**config.mk**
```make
export PLATFORM = sky130hd
export DESIGN_NAME = qif_neuron_scheduler
export DESIGN_NICKNAME = d
export VERILOG_FILES = /design/src/rtl/qif_pkg.sv /design/src/rtl/qif_update_unit.sv /design/src/rtl/qif_neuron_scheduler.sv
export SDC_FILE = /design/constraint.sdc
export NUM_CORES = 1
export LEC_CHECK = 0
export ABC_AREA = 1
export CORE_MARGIN = 8
export CORE_UTILIZATION = 38
export DETAILED_ROUTE_END_ITERATION = 10
export SYNTH_ARGS = -nofsm -noshare
export SYNTH_HDL_FRONTEND = slang
export SYNTH_SLANG_ARGS = --single-unit
```
**constraint.sdc**
```tcl
create_clock -name clk -period 13.4 [get_ports clk]
set_clock_uncertainty 0.15 [all_clocks]
set_input_delay 3.35 -clock clk [delete_from_list [all_inputs] [get_ports clk]]
set_output_delay 3.35 -clock clk [all_outputs]
set_load 0.03 [all_outputs]
```
**src/rtl/qif_pkg.sv**
```systemverilog
// qif_pkg
// Shared widths, the scheduler state encoding and the saturating clamp that
// the QIF neuron scheduler and its update unit use.
//   V_W    : stored membrane voltage width (signed)
//   ACC_W  : width of the update intermediate (holds V, V*V, sum without overflow)
//   state_t: scheduler FSM states
//   clamp_v: saturate an ACC_W signed value to the V_W signed range
package qif_pkg;

    localparam int V_W   = 8;
    localparam int ACC_W = 18;

    typedef enum logic [1:0] {
        IDLE = 2'd0,
        CALC = 2'd1,
        DONE = 2'd2
    } state_t;

    localparam logic signed [ACC_W-1:0] ACC_V_MAX = 18'sd127;
    localparam logic signed [ACC_W-1:0] ACC_V_MIN = -18'sd128;
    localparam logic signed [V_W-1:0]   V_MAX     = 8'sh7F;
    localparam logic signed [V_W-1:0]   V_MIN     = 8'sh80;

    function automatic logic signed [V_W-1:0] clamp_v(input logic signed [ACC_W-1:0] x);
        if (x > ACC_V_MAX) begin
            return V_MAX;
        end else if (x < ACC_V_MIN) begin
            return V_MIN;
        end else begin
            return signed'(x[V_W-1:0]);
        end
    endfunction

endpackage

```
**src/rtl/qif_update_unit.sv**
```systemverilog
// qif_update_unit
// Combinational quadratic integrate-and-fire step for one neuron:
//   v_next = clamp(v + (v*v >>> A_SHIFT) + i_syn), replaced by VRESET on a spike.
// Ports:
//   v       in   V_W  signed  current membrane voltage
//   i_syn   in   V_W  signed  synaptic input for this step
//   v_next  out  V_W  signed  voltage to write back
//   spike   out  1            saturated sum reached VPEAK
module qif_update_unit
    import qif_pkg::*;
#(
    parameter int A_SHIFT = 2,
    parameter int VPEAK   = 50,
    parameter int VRESET  = -20
) (
    input  logic signed [V_W-1:0] v,
    input  logic signed [V_W-1:0] i_syn,
    output logic signed [V_W-1:0] v_next,
    output logic                  spike
);

    localparam logic signed [V_W-1:0] VPEAK_V  = V_W'(VPEAK);
    localparam logic signed [V_W-1:0] VRESET_V = V_W'(VRESET);

    logic signed [ACC_W-1:0] v_ext;
    logic signed [ACC_W-1:0] i_ext;
    logic signed [ACC_W-1:0] sq;
    logic signed [ACC_W-1:0] quad;
    logic signed [ACC_W-1:0] sum;
    logic signed [V_W-1:0]   sat;

    always_comb begin
        v_ext = {{(ACC_W-V_W){v[V_W-1]}}, v};
        i_ext = {{(ACC_W-V_W){i_syn[V_W-1]}}, i_syn};
        // V*V peaks at 16384, so the 18-bit signed product never wraps
        sq    = v_ext * v_ext;
        quad  = sq >>> A_SHIFT;
        sum   = v_ext + quad + i_ext;
        sat   = clamp_v(sum);
        spike = (sat >= VPEAK_V);
        v_next = spike ? VRESET_V : sat;
    end

endmodule

```
**src/rtl/qif_neuron_scheduler.sv**
```systemverilog
// qif_neuron_scheduler
// Time-multiplexes one qif_update_unit over N_NEURONS virtual neurons. Each
// accepted tick latches all synaptic inputs and sweeps the neurons one per
// cycle, writing each updated voltage back and collecting spike bits.
// Ports:
//   clk        in   1             system clock, rising edge
//   rst_n      in   1             asynchronous active-low reset
//   tick_i     in   1             timestep request
//   i_syn_i    in   8*N_NEURONS   signed synaptic input, neuron n at [8n+7:8n]
//   busy_o     out  1             sweep in progress (CALC or DONE)
//   done_o     out  1             one-cycle sweep-complete pulse
//   spike_o    out  N_NEURONS     spike bits of the last completed sweep
//   overrun_o  out  1             sticky: tick seen while busy
//   rd_idx_i   in   log2(N)       readout neuron select
//   v_mem_o    out  8             stored voltage of neuron rd_idx_i
//
// state | meaning
// IDLE  | waiting for tick_i; a tick latches i_syn_i and starts a sweep
// CALC  | updating neuron idx this cycle, idx advances every cycle
// DONE  | sweep finished, done_o pulses, spike_o takes the accumulator
module qif_neuron_scheduler
    import qif_pkg::*;
#(
    parameter  int N_NEURONS = 4,
    parameter  int A_SHIFT   = 2,
    parameter  int VPEAK     = 50,
    parameter  int VRESET    = -20,
    localparam int IDX_W     = $clog2(N_NEURONS)
) (
    input  logic                       clk,
    input  logic                       rst_n,
    input  logic                       tick_i,
    input  logic [V_W*N_NEURONS-1:0]   i_syn_i,
    output logic                       busy_o,
    output logic                       done_o,
    output logic [N_NEURONS-1:0]       spike_o,
    output logic                       overrun_o,
    input  logic [IDX_W-1:0]           rd_idx_i,
    output logic signed [V_W-1:0]      v_mem_o
);

    localparam logic [IDX_W-1:0] LAST_IDX = IDX_W'(N_NEURONS - 1);

    state_t                 state;
    state_t                 state_nxt;
    logic [IDX_W-1:0]       idx;
    logic [N_NEURONS-1:0]   accum;
    logic signed [V_W-1:0]  v_mem     [N_NEURONS];
    logic signed [V_W-1:0]  i_syn_lat [N_NEURONS];
    logic signed [V_W-1:0]  v_next;
    logic                   spike;

    qif_update_unit #(
        .A_SHIFT (A_SHIFT),
        .VPEAK   (VPEAK),
        .VRESET  (VRESET)
    ) u_update (
        .v      (v_mem[idx]),
        .i_syn  (i_syn_lat[idx]),
        .v_next (v_next),
        .spike  (spike)
    );

    always_ff @(posedge clk or negedge rst_n) begin
        if (!rst_n) begin
            state <= IDLE;
        end else begin
            state <= state_nxt;
        end
    end

    always_comb begin
        state_nxt = state;
        busy_o    = 1'b0;
        done_o    = 1'b0;
        case (state)
            IDLE: begin
                if (tick_i) begin
                    state_nxt = CALC;
                end
            end
            CALC: begin
                busy_o = 1'b1;
                if (idx == LAST_IDX) begin
                    state_nxt = DONE;
                end
            end
            DONE: begin
                busy_o    = 1'b1;
                done_o    = 1'b1;
                state_nxt = IDLE;
            end
            default: begin
                state_nxt = IDLE;
            end
        endcase
    end

    always_ff @(posedge clk or negedge rst_n) begin
        if (!rst_n) begin
            idx       <= '0;
            accum     <= '0;
            spike_o   <= '0;
            overrun_o <= 1'b0;
            for (int n = 0; n < N_NEURONS; n++) begin
                v_mem[n]     <= '0;
                i_syn_lat[n] <= '0;
            end
        end else begin
            if (tick_i && busy_o) begin
                overrun_o <= 1'b1;
            end
            case (state)
                IDLE: begin
                    if (tick_i) begin
                        idx   <= '0;
                        accum <= '0;
                        for (int n = 0; n < N_NEURONS; n++) begin
                            i_syn_lat[n] <= i_syn_i[V_W*n +: V_W];
                        end
                    end
                end
                CALC: begin
                    v_mem[idx] <= v_next;
                    if (spike) begin
                        accum[idx] <= 1'b1;
                    end
                    // N_NEURONS is a power of two, so the last increment wraps to 0
                    idx <= idx + IDX_W'(1);
                end
                DONE: begin
                    spike_o <= accum;
                end
                default: begin
                end
            endcase
        end
    end

    assign v_mem_o = v_mem[rd_idx_i];

endmodule

```
==> out/qor.csv <==
metric,value,unit
multi-input logic area,0.004511,mm^2
TNS Setup,0,ns
Reg2Reg Capture Point,v_mem[0],
Worst Setup EP,v_mem[0],
syn avg cell area,8.035,um^2
fmax,0.1036,GHz
share of layout cells above drive strength 1,7.545,%
"Slowest-stage cell, CP",clkinv_1,
cells resized by post-CTS repair,0,
# nets final,1080,
htree depth,3,
Finished Layout Cells,1175,
Cells after Synth,885,
Rows,50,
synth top area cells,"dfrtp_1 (27%), fa_1 (17%), nand2_1 (9.2%)",
min Tclk post-route,9.656,ns
top_reg_cell synth,dfrtp_1,
vias in the first global route,5666,
post-synthesis sequential area ratio,27.10,%
Detailed Route WL,17060,um
1st-iter DRT viols,426,
DR vias,5783,
Die X,152.8,um
Critical Path Max Stage Delay,0.80,ns
Synth area leader,dfrtp_1,
IO Count,52,
Die ar.,0.02334,mm^2
fillcell total,1842,
post-CTS setup buffer count,0,
Synth Net Count,1029,
Max Slew Vio Count,0,
Hold Buf Count CTS,0,
Worst slew margin,34.29,%
CTS root buffer,clkbuf_16,
Register Area,0.001927,mm^2
crit path kind,reg2reg,
post-detail-place hpwl,13510,um
crit share post-route,72.06,%
maximum clock path buffer count,2,
Port Buf Inserts,51,
launch point of the worst path,idx[1],
n_diodes,0,
outcome,"finished, final reports clean",
global-route wire length before repair,28980,um
initial antenna violation count,0,
gp weighted congestion,0.8515,
top post-synthesis cells by count,"nand2_1 (175), inv_1 (152), nor2_1 (103)",
most frequent cell after synthesis,nand2_1,
Critical Path Start Type,flop,
Core Region,0.01852,mm^2
Area growth syn-to-layout,15.41,%
Yosys warnings,0,
worst reg2reg setup slack,3.74,ns
crit path DAT,9.75,ns
synthesis-stage register bit count,77,
vias per cell,4.922,
critical-path maximum fanout,28,
FF-to-FF Start,idx[1],
top-area cell type share of the netlist area,27.10,%
DR pass1 iterations,5,
Final Hold Violating Endpoints,0,
Worst-path clk slew,0.07,ns
Post-synth EDFFs,0,
initial core utilization,38.40,%
Critical Path RT,13.50,ns
Critical Path Sink Type,flop,
Tot GR Track Use,15.00,%
Slew @ Worst Pin,0.9857,ns
TritonCTS Buffers,9,
Clock Sinks,77,
Inst Count DP,1159,
DIE HEIGHT,152.8,um
Async SR Flop Fraction,100.0,%
Worst path most repeated cell,nand2_1,
Synth cell types,35,
Clock Latency Late Sink,0.33,ns
pin count of the biggest net entering global routing,78,
TritonCTS clock tree,yes,
"Setup violations, final",0,
R2R cell count,41,
DR WL/cell,14.52,um
gr ovfl total,0,
RSZ-0062 raised after global routing,no,
Hold Path Class,reg2reg,
max cap viols,0,
DRC Markers,0,
Routed Antenna Nets,0,
Mapped Area,0.007111,mm^2
==> worst min path at each step <==
stage	depth (start not counted)	from	end	slack [ns]
after floorplan	2	accum[0]	accum[0]	0.31
after global placement	1	overrun_o	overrun_o	0.30
after detailed placement	1	overrun_o	overrun_o	0.29
after CTS	1	overrun_o	overrun_o	0.31
after global routing	1	overrun_o	overrun_o	0.35
final	1	overrun_o	overrun_o	0.31
==> area by class of cell <==
cell class,count,share of cell area [%]
Clock buffer,10,2.790
Clock inverter,6,1.143
Inverter,160,7.318
Multi-Input combinational cell,631,54.96
Sequential cell,77,23.48
Tap cell,234,3.568
Timing Repair Buffer,57,6.739
==> kinds of logic after synthesis <==
logic type	synth area share, %
buffers and inverters	9.467
xor gates and xnor gates	2.833
and+or+nand+nor	19.14
adders and majority gates	25.06
AOI/OAI and AO/OA	10.70
DFF	27.10
muxes	5.701
==> flip-flops by register name, summed over array words and instances (netlist names) <==
name	cells
overrun_o	1
v_mem	32
idx	2
i_syn_lat	32
accum	4
state	2
spike_o	4
==> placed cells by master (no fill, tap or decap), types with 7 or more instances in the layout <==
cell / Yosys / routed
clkinv_1: 7 / 7
fa_1: 59 / 59
nor2_1: 103 / 103
inv_1: 152 / 152
xor2_1: 14 / 14
dfrtp_1: 77 / 77
o21ai_0: 52 / 52
buf_4: 0 / 7
a32oi_1: 7 / 7
o22ai_1: 13 / 13
nand3_1: 37 / 37
mux2_2: 36 / 36
a31oi_1: 15 / 15
a21oi_1: 32 / 32
xnor2_1: 9 / 9
nand2_1: 175 / 175
clkbuf_16: 0 / 9
ha_1: 48 / 48
clkdlybuf4s50_1: 0 / 50
nand2_2: 7 / 7
==> through the flow <==
stage / hold slack (ns) / instance area, um^2 / util [%] / worst slack, ns
6_report: 0.3111 / 8207 / 44.32 / 3.744
5_1_grt: 0.3472 / 8207 / 44.32 / 2.795
4_1_cts: 0.3142 / 8207 / 44.32 / 3.702
3_5_place_dp: 0.2945 / 7884 / 42.57 / 3.724
3_3_place_gp: 0.3045 / 7884 / 42.57 / 3.990
2_1_floorplan: 0.3090 / 7111 / - / 5.011
==> worst max-delay path: cells and delay by family, from the launching register on <==
family	cells	cell delay (ns)
flops	1	0.51
simple gates	15	1.90
xor+xnor	1	0.22
fa+ha+maj	7	3.11
compound gates	11	2.28
buf+inv	7	1.40
==> layer usage <==
metal / global-route usage, % / vias to the layer above / wire, um
met3: 2.184 / 9 / 649
met1: 21.12 / 2750 / 8233
li1: - / 2914 / -
met4: 2.592 / 0 / 116
met5: 0 / - / 0
met2: 24.23 / 110 / 8056
Power is not shown: default switching activity piles up to over one toggle a cycle in this logic, so the estimate is an artifact.
